`config.mk`:
```
export PLATFORM = sky130hd
export DESIGN_NAME = rob_retire
export DESIGN_NICKNAME = d
export VERILOG_FILES = /design/src/rtl/rob_retire.sv
export SDC_FILE = /design/constraint.sdc
export NUM_CORES = 1
export LEC_CHECK = 0
export ABC_AREA = 1
export CAP_MARGIN = 20
export CORE_AREA = 5 5 186 188
export DETAILED_ROUTE_END_ITERATION = 16
export DIE_AREA = 0 0 191 193
export PLACE_DENSITY = 0.67
export SYNTH_ARGS = -nofsm -noshare
export SYNTH_HDL_FRONTEND = slang
export SYNTH_SLANG_ARGS = --single-unit
```
`constraint.sdc`:
```
create_clock -name i_clk -period 19.6 [get_ports i_clk]
set_clock_uncertainty 0.15 [all_clocks]
set_input_delay 5.88 -clock i_clk [delete_from_list [all_inputs] [get_ports i_clk]]
set_output_delay 5.88 -clock i_clk [all_outputs]
set_load 0.03 [all_outputs]
```
`src/rtl/rob_retire.sv`:
```
// -----------------------------------------------------------------------------
// rob_retire
//   Retire end of the reorder buffer. Keeps the ROB head/tail pointers, the
//   occupancy count and a per-entry completion bit. Every cycle it retires up
//   to four completed entries in program order, starting at the tail, and
//   returns the retired bundles to the commit logic as registered outputs.
//
//   The parent owns the ROB storage. It reads the entries at o_tail+0..3 and
//   feeds them back combinationally on i_tail_bundle0..3.
//
// Configuration macro:
//   ROB_RETIRE_FLUSH_EN - adds input i_flush. A flush empties the ROB
//                         (head <= tail) and takes priority over dispatch,
//                         writeback and retire in the same cycle.
//
// Parameters:
//   LEN    - number of ROB entries (power of 2, >= 4)
//   BWIDTH - width of one ROB bundle
//   LBITS  - pointer width, $clog2(LEN)
//
// Ports:
//   i_clk               clock
//   i_rst               asynchronous active-high reset
//   i_flush             (ROB_RETIRE_FLUSH_EN only) empty the ROB
//   i_dispatch_count    entries inserted at head this cycle (0..4 legal)
//   i_wb0_valid/_tag    writeback port 0 marks an entry complete
//   i_wb1_valid/_tag    writeback port 1 marks an entry complete
//   i_tail_bundle0..3   ROB contents at o_tail+0..3
//   i_commit_ready      downstream accepts retirement this cycle
//   o_tail              oldest entry index
//   o_head              next insert index
//   o_free              LEN minus occupancy
//   o_empty             occupancy is zero
//   o_retire_valid      thermometer code of retired slots (registered)
//   o_retire_count      number of retired entries (registered)
//   o_retire_bundle0..3 retired bundles, zero above the count (registered)
//   o_error             sticky protocol error (dropped dispatch, stray wb)
// -----------------------------------------------------------------------------
module rob_retire #(
  parameter int LEN    = 16,
  parameter int BWIDTH = 57,
  parameter int LBITS  = $clog2(LEN)
) (
  input  logic              i_clk,
  input  logic              i_rst,
`ifdef ROB_RETIRE_FLUSH_EN
  input  logic              i_flush,
`endif
  input  logic [2:0]        i_dispatch_count,
  input  logic              i_wb0_valid,
  input  logic [LBITS-1:0]  i_wb0_tag,
  input  logic              i_wb1_valid,
  input  logic [LBITS-1:0]  i_wb1_tag,
  input  logic [BWIDTH-1:0] i_tail_bundle0,
  input  logic [BWIDTH-1:0] i_tail_bundle1,
  input  logic [BWIDTH-1:0] i_tail_bundle2,
  input  logic [BWIDTH-1:0] i_tail_bundle3,
  input  logic              i_commit_ready,
  output logic [LBITS-1:0]  o_tail,
  output logic [LBITS-1:0]  o_head,
  output logic [LBITS:0]    o_free,
  output logic              o_empty,
  output logic [3:0]        o_retire_valid,
  output logic [2:0]        o_retire_count,
  output logic [BWIDTH-1:0] o_retire_bundle0,
  output logic [BWIDTH-1:0] o_retire_bundle1,
  output logic [BWIDTH-1:0] o_retire_bundle2,
  output logic [BWIDTH-1:0] o_retire_bundle3,
  output logic              o_error
);

  // Wide enough to hold count + 4 without overflow for any LEN >= 4.
  localparam int CW = LBITS + 2;

  // ---------------------------------------------------------------------------
  // Helpers
  // ---------------------------------------------------------------------------

  // Number of consecutive ones starting at bit 0 (in-order retirement: the
  // first incomplete slot stops everything behind it).
  function automatic logic [2:0] lead_ones(input logic [3:0] c);
    logic [2:0] r;
    casez (c)
      4'b???0: r = 3'd0;
      4'b??01: r = 3'd1;
      4'b?011: r = 3'd2;
      4'b0111: r = 3'd3;
      4'b1111: r = 3'd4;
      default: r = 3'd0;
    endcase
    return r;
  endfunction

  // Thermometer code for a retire count of 0..4.
  function automatic logic [3:0] therm(input logic [2:0] n);
    logic [3:0] r;
    case (n)
      3'd0:    r = 4'b0000;
      3'd1:    r = 4'b0001;
      3'd2:    r = 4'b0011;
      3'd3:    r = 4'b0111;
      3'd4:    r = 4'b1111;
      default: r = 4'b0000;
    endcase
    return r;
  endfunction

  // ---------------------------------------------------------------------------
  // State
  // ---------------------------------------------------------------------------
  logic [LBITS-1:0]  head_r;
  logic [LBITS-1:0]  tail_r;
  logic [LBITS:0]    count_r;
  logic [LEN-1:0]    done_r;
  logic [3:0]        ret_valid_r;
  logic [2:0]        ret_count_r;
  logic [BWIDTH-1:0] ret_bundle_r [4];
  logic              error_r;

  // ---------------------------------------------------------------------------
  // Combinational next-state
  // ---------------------------------------------------------------------------
  logic [BWIDTH-1:0] tail_bundle_s [4];
  logic [3:0]        cand_s;
  logic [2:0]        n_s;
  logic [CW-1:0]     count_after_s;
  logic              disp_ok_s;
  logic              disp_err_s;
  logic [2:0]        disp_n_s;
  logic [LBITS-1:0]  wb0_off_s;
  logic [LBITS-1:0]  wb1_off_s;
  logic              wb0_hit_s;
  logic              wb1_hit_s;
  logic              wb0_err_s;
  logic              wb1_err_s;
  logic [LEN-1:0]    done_next_s;
  logic [LBITS:0]    count_next_s;
  logic [LBITS-1:0]  head_next_s;
  logic [LBITS-1:0]  tail_next_s;

  assign tail_bundle_s[0] = i_tail_bundle0;
  assign tail_bundle_s[1] = i_tail_bundle1;
  assign tail_bundle_s[2] = i_tail_bundle2;
  assign tail_bundle_s[3] = i_tail_bundle3;

  // Retire candidates: slot k must be occupied and already complete. Only the
  // registered done bits are used, so a same-cycle writeback waits a cycle.
  always_comb begin
    cand_s = 4'b0000;
    for (int k = 0; k < 4; k++) begin
      cand_s[k] = ((LBITS+1)'(k) < count_r) && done_r[tail_r + LBITS'(k)];
    end
  end

  // Retire count, gated by downstream readiness.
  always_comb begin
    n_s = 3'd0;
    if (i_commit_ready) begin
      n_s = lead_ones(cand_s);
    end else begin
      n_s = 3'd0;
    end
  end

  // Dispatch may reuse slots freed by this cycle's retire. A dispatch that
  // does not fit, or that carries an illegal count, is dropped as a whole.
  assign count_after_s = CW'(count_r) - CW'(n_s) + CW'(i_dispatch_count);
  assign disp_ok_s     = (i_dispatch_count <= 3'd4) && (count_after_s <= CW'(LEN));
  assign disp_err_s    = (i_dispatch_count != 3'd0) && !disp_ok_s;
  assign disp_n_s      = disp_ok_s ? i_dispatch_count : 3'd0;

  // A writeback is legal only for an occupied entry: its distance from the
  // tail (mod LEN) must be below the current occupancy.
  assign wb0_off_s = i_wb0_tag - tail_r;
  assign wb1_off_s = i_wb1_tag - tail_r;
  assign wb0_hit_s = i_wb0_valid && ((LBITS+1)'(wb0_off_s) < count_r);
  assign wb1_hit_s = i_wb1_valid && ((LBITS+1)'(wb1_off_s) < count_r);
  assign wb0_err_s = i_wb0_valid && !wb0_hit_s;
  assign wb1_err_s = i_wb1_valid && !wb1_hit_s;

  // Completion bits: newly dispatched slots are cleared, writebacks set. The
  // two can never target the same index because a dispatch slot is free.
  always_comb begin
    done_next_s = done_r;
    for (int i = 0; i < LEN; i++) begin
      logic [LBITS-1:0] off_v;
      logic             clr_v;
      logic             set_v;
      off_v = LBITS'(i) - head_r;
      clr_v = (LBITS+1)'(off_v) < (LBITS+1)'(disp_n_s);
      set_v = (wb0_hit_s && (i_wb0_tag == LBITS'(i))) ||
              (wb1_hit_s && (i_wb1_tag == LBITS'(i)));
      done_next_s[i] = set_v | (done_r[i] & ~clr_v);
    end
  end

  assign count_next_s = count_r - (LBITS+1)'(n_s) + (LBITS+1)'(disp_n_s);
  assign head_next_s  = head_r + LBITS'(disp_n_s);
  assign tail_next_s  = tail_r + LBITS'(n_s);

  // ---------------------------------------------------------------------------
  // Registers
  // ---------------------------------------------------------------------------

  // Pointer, occupancy, completion, retire output and error state.
  always_ff @(posedge i_clk or posedge i_rst) begin
    if (i_rst) begin
      head_r      <= {LBITS{1'b0}};
      tail_r      <= {LBITS{1'b0}};
      count_r     <= {(LBITS+1){1'b0}};
      done_r      <= {LEN{1'b0}};
      ret_valid_r <= 4'b0000;
      ret_count_r <= 3'd0;
      for (int k = 0; k < 4; k++) begin
        ret_bundle_r[k] <= {BWIDTH{1'b0}};
      end
      error_r     <= 1'b0;
    end
`ifdef ROB_RETIRE_FLUSH_EN
    else if (i_flush) begin
      // Flush drops everything in flight; the dropped dispatch is not an error.
      head_r      <= tail_r;
      count_r     <= {(LBITS+1){1'b0}};
      done_r      <= {LEN{1'b0}};
      ret_valid_r <= 4'b0000;
      ret_count_r <= 3'd0;
      for (int k = 0; k < 4; k++) begin
        ret_bundle_r[k] <= {BWIDTH{1'b0}};
      end
    end
`endif
    else begin
      head_r      <= head_next_s;
      tail_r      <= tail_next_s;
      count_r     <= count_next_s;
      done_r      <= done_next_s;
      ret_valid_r <= therm(n_s);
      ret_count_r <= n_s;
      for (int k = 0; k < 4; k++) begin
        ret_bundle_r[k] <= (3'(k) < n_s) ? tail_bundle_s[k] : {BWIDTH{1'b0}};
      end
      error_r     <= error_r | disp_err_s | wb0_err_s | wb1_err_s;
    end
  end

  // ---------------------------------------------------------------------------
  // Outputs
  // ---------------------------------------------------------------------------
  assign o_tail           = tail_r;
  assign o_head           = head_r;
  assign o_free           = (LBITS+1)'(LEN) - count_r;
  assign o_empty          = (count_r == {(LBITS+1){1'b0}});
  assign o_retire_valid   = ret_valid_r;
  assign o_retire_count   = ret_count_r;
  assign o_retire_bundle0 = ret_bundle_r[0];
  assign o_retire_bundle1 = ret_bundle_r[1];
  assign o_retire_bundle2 = ret_bundle_r[2];
  assign o_retire_bundle3 = ret_bundle_r[3];
  assign o_error          = error_r;

endmodule
```
==> flow_summary.yaml <==
run_status:
  status: "finished, final reports clean"
logic_synthesis:
  synth_most_common_cell: "inv_1"
  synth_area_leaders: "dfrtp_1 58%, inv_1 10%, nor2_1 8.1%"
  synth_compound_gate_area_share: 0.0242
  synth_edf_count: 0
  yosys.area_share.simple: 0.175
  synth_top_area_share: 0.577
  synth_adder_area_share: 0.0795
  async_flop_share: 1.00
  syn_inst: 1228
  ys_seq_area_frac: 0.577
  synth_seq_cells: 265
  synth_top_family_by_area: "simple AND/OR/NAND/NOR gates"
  yosysTopAreaCell: "dfrtp_1"
  ys_warn_count: 0
  yosys-mux-area-fraction: 0
  synth_cell_types: 30
  syn-num-nets: 1539
  synth_area_sq_mm: 0.0115
  synth_xor_area_frac: 0.0229
  ys_top_cells_by_count: "313 x inv_1, 265 x dfrtp_1, 247 x nor2_1"
  ys.flop_type: "dfrtp_1"
  avgSynthCellArea_sq_um: 9.36
finish:
  n_fill_cell: 2963
  area_delta_synth_final_pct: 54.5
  nNetsFinal: 2036
  final_layout_size_suffix_gt1_frac: 0.0452
  final_util: 0.539
die:
  initial_core_util: 0.349
  die_area_sq_mm: 0.0369
  rows: 67
  chipWidth_um: 191
  ios: 494
  core_sq_mm: 0.0329
  die_y_um: 193
timing:
  setup-violations-final: 0
  hold_viol_final: 0
  final.setup.tns_ns: 0
  finalCriticalPeriod_ns: 11.11
  tightestPinTransition_ns: 0.908
  slew_headroom: 0.395
  timing.final.crit_share: 0.567
  rsz0062_at_grt: "false"
  max_freq_ghz: 0.0900
  slew_viol_final: 0
route:
  drc: 0
  ant_nets: 0
  viasPerCell: 4.28
  finalWirelength_um: 38300
  drt_first_iter_violations: 510
  vias: 9404
  wl_per_cell_um: 17.4
  first_pass_iters: 5
clock_network:
  htree_levels: 1
  clock_sinks: 265
  postCtsResizedCells: 0
  cts_hold_buffers: 0
  tritoncts: "yes"
  cts_buffers: 29
  post-cts-setup-buffers: 0
  clk_latency_ns: 0.54
  cts_buffer_depth: 3
  clk_pin_slew_ns: 0.06
  cts-root-buf: "clkbuf_16"
place:
  place_congestion: 0.872
  port_buffers: 493
  place_hpwl_um: 29900
global_routing:
  globalRoute.totalOverflow: 0
  grt_max_degree: 130
  antenna_found_initial: 3
  grt_pass1_vias: 9480
  grt_first_pass_wirelength_um: 55200
  grt_use_total: 0.194
run:
  maxCapViolCount: 0
critical_path:
  cp-start-kind: "primary input"
  crit_arrival_ns: 11.38
  reg2reg_depth: 25
  crit_path_end_kind: "flop"
  crit_type: "in2reg"
  crit_fanout: 60
  required_ns: 19.87
worst_hold_path:
  min-delay-path-class: "reg2reg"
  hold_path_depth: 2
pwr:
  peakVddDrop_mv: 0.0664
  power_density_mw_per_mm2: 149
  p_leak_nw: 9.30
==> per-layer routing <==
metal	track usage	vias to the layer above	wire, um
li1	-	4578	-
met1	0.228	4402	14400
met2	0.350	345	19900
met3	0.0495	75	2820
met4	0.0619	4	1180
met5	0	-	21
==> final cells by class <==
cell class | count | area, sq um | area share
clock buffers | 44 | 802 | 0.0452
repair buffers | 500 | 5010 | 0.282
clock inverters | 9 | 80.1 | 0.00451
flip-flops and latches | 265 | 6630 | 0.374
multi-input cells | 612 | 3460 | 0.195
well taps | 448 | 561 | 0.0316
inverters | 317 | 1200 | 0.0677
diodes | 2 | 5.00 | 0.000282
==> placed cells by master (no fill, tap or decap), drive strengths merged, types with 2 or more instances in the layout <==
cell type      instances
clkdlybuf4s50        493
inv                  318
dfrtp                265
nor2                 265
nand2                111
nand3                 84
ha                    57
clkbuf                44
xor2                  21
o21ai                 17
a21oi                 13
fa                    10
xnor2                  9
buf                    7
nand4                  6
o21bai                 6
clkinv                 6
o31ai                  4
a21o                   3
diode                  2
a22oi                  2
a21boi                 2
==> power breakdown <==
group / leakage, nW / switching, mW / internal (mW) / total [mW]
combinational: 5.25 / 0.849 / 0.528 / 1.38
sequential: 3.62 / 0.0742 / 0.677 / 0.751
clock: 0.430 / 0.216 / 0.295 / 0.510
==> critical path, stage by stage <==
cell	delay [ns]
clkdlybuf4s50_1	0.40
o21ai_0	0.07
inv_1	0.07
nand3_2	0.06
buf_4	0.54
nor2_4	0.12
inv_2	0.47
nor2_1	0.29
fa_1	0.54
inv_1	0.07
fa_1	0.47
xnor2_1	0.20
nand4_1	0.11
nand2_1	0.06
nand4_1	0.14
nor2_1	0.27
inv_1	0.20
fa_1	0.52
inv_1	0.08
fa_1	0.47
nand3_1	0.11
nand2_1	0.07
xor2_1	0.14
==> cell families after synthesis <==
group | Yosys count
simple gates | 468
buf+inv | 351
flops | 265
fa+ha+maj | 67
compound gates | 47
xor+xnor | 30
==> through the flow <==
step | instance area, sq um | std cells | power [mW] | hold slack (ns) | worst slack (ns)
floorplan | 11500 | 1228 | 1.64 | 0.354 | 6.27
global placement | 16800 | 2141 | 2.10 | 0.344 | 7.51
detailed placement | 16800 | 2141 | 2.14 | 0.343 | 7.35
CTS | 17700 | 2194 | 2.66 | 0.368 | 7.91
global route | 17700 | 2195 | 2.82 | 0.410 | 8.03
finish | 17800 | 2197 | 2.64 | 0.367 | 8.49
==> path summary, 6_finish.rpt <==
check / startpoint / endpoint / slack, ns
max reg2reg: o_tail[1] / count_r[4] / 12.99
min: o_error / o_error / 0.37
max in group asynchronous: i_rst / o_retire_bundle0[28] / 11.32
min reg2reg: o_error / o_error / 0.37
min in group asynchronous: i_rst / o_retire_bundle0[5] / 5.76
max: i_commit_ready / count_r[4] / 8.49
==> flip-flops by register name, indices dropped and copies added (netlist names) <==
signal            count
o_retire_bundle0     57
o_retire_bundle1     57
o_retire_bundle2     57
o_retire_bundle3     57
done_r               16
count_r               5
o_head                4
o_retire_valid        4
o_tail                4
o_retire_count        3
o_error               1
Note: power is estimated with default switching activity, not from simulation.
==> edit: new RTL, same flow settings <==
`LEN`: 16 -> 8.
--- a/src/rtl/rob_retire.sv
+++ b/src/rtl/rob_retire.sv
@@ -37,7 +37,7 @@
 //   o_error             sticky protocol error (dropped dispatch, stray wb)
 // -----------------------------------------------------------------------------
 module rob_retire #(
-  parameter int LEN    = 16,
+  parameter int LEN    = 8,
   parameter int BWIDTH = 57,
   parameter int LBITS  = $clog2(LEN)
 ) (
Interface: changed (5 resized); port bits go from 494 to 489. The function was not compared with the original's and may differ.
==> edit against the unedited design <==
Worst setup slack improved by 1100 ps. Clock power increased by 0.8%. Synthesized cell count decreased by 17%. Critical path type unchanged. Via count decreased by 14%. Sequential cell count decreased by 11. First-iteration DRC count decreased by 31%. Design area decreased by 8.1%. Cell count decreased by 9.5%. Die area unchanged. Total power decreased by 21%. Sequential share of layout area increased by 1.6 points. Critical endpoint is now count_r[3]$_DFF_PP0_. Area after synthesis decreased by 13%. Wire length decreased by 15%.
==> edit: results (changes against the unedited design) <==
stage	metric	value	unit	change
run_status	status	completed		
pwr	VDD IR max	0.107	mV	+61%
global_routing	met2 global-route usage	29.8	%	-5.2 points
setup_path	Crit Reg-Reg Startpoint	o_tail[0]$_DFF_PP0_		
place	DP Worst Slack	8500	ps	+1150 ps
routing	drt first pass iters	4		-1
setup_path	Max FO, Critical Path	6		-90%
global_routing	GRT Util Overall	16.8	%	-2.6 points
timing	minimum hold slack	353	ps	-14.6 ps
place	placed wire-length estimate	25000	um	-16%
setup_path	slowest CP cell	fa_1		
place	GPL Wtd Cong	0.836		-4.2%
timing	worst-margin pin slew	886	ps	-22.7 ps
synth	Synth top cells by count	inv_1 (287), dfrtp_1 (254), nor2_1 (230)		
routing	initial DRC count	352		-31%
routing	WL met1	12400	um	-13%
cells_and_area	final layout net count	1805		-11%
setup_path	Reg2Reg Setup Slack	13910	ps	+920 ps
synth	post-synthesis sequential area ratio	63.3	%	+5.6 points
place	# port buffers	488		-1.0%
global_routing	vias in the first global route	8217		-13%
setup_path	Max stage delay on crit path	570	ps	+30 ps
routing	met2 WL post-DR	16700	um	-16%
routing	DRT Wirelength	32500	um	-15%
pwr	Tot Pwr	2.10	mW	-21%
routing	vias	8050		-14%
pwr	Seq pwr share	32.1	%	+3.6 points
global_routing	first-pass GRT wire length	47900	um	-13%
cells_and_area	fill count	3037		+2.5%
synth	leading post-synthesis cells by cell area	dfrtp_1 (63%), inv_1 (11%), nor2_1 (8.6%), ha_1 (4.2%), nand3_1 (2.4%)		
synth	cells after synthesis	1021		-17%
global_routing	initial antenna violation count	1		-2
cells_and_area	layout cell share with drive strength beyond 1	4.87	%	+0.35 points
synth	Yosys cell types	26		-13%
routing	routed wl met3	2350	um	-17%
==> edit: cell count changes after synthesis, sizes merged, moves of 4 or more <==
cell    before  now
xor2        21    6
o21bai       6    0
buf         27   23
dfrtp      265  254
nor2       265  250
ha          57   34
o31ai        4    0
inv        317  291
o21ai       17   10
nand2      111   52
nand3       84   48
==> edit: cell type report <==
class	instances	area (um2)	share of cell area, %
Multi-Input combinational cell	448	2420	14.8
Antenna cell	1	2.50	0.0153
Timing Repair Buffer	495	4970	30.5
Clock buffer	42	793	4.86
Sequential cell	254	6360	39.0
Clock inverter	8	108	0.660
Inverter	292	1110	6.78
Tap cell	448	561	3.44
==> edit: cell families after synthesis <==
logic type      Yosys count  share of synthesized area, %
flops                   254                          63.3
xor+xnor                 16                          1.40
fa+ha+maj                44                          6.23
compound gates           26                          1.45
buf+inv                 319                          12.6
simple gates            362                          15.0
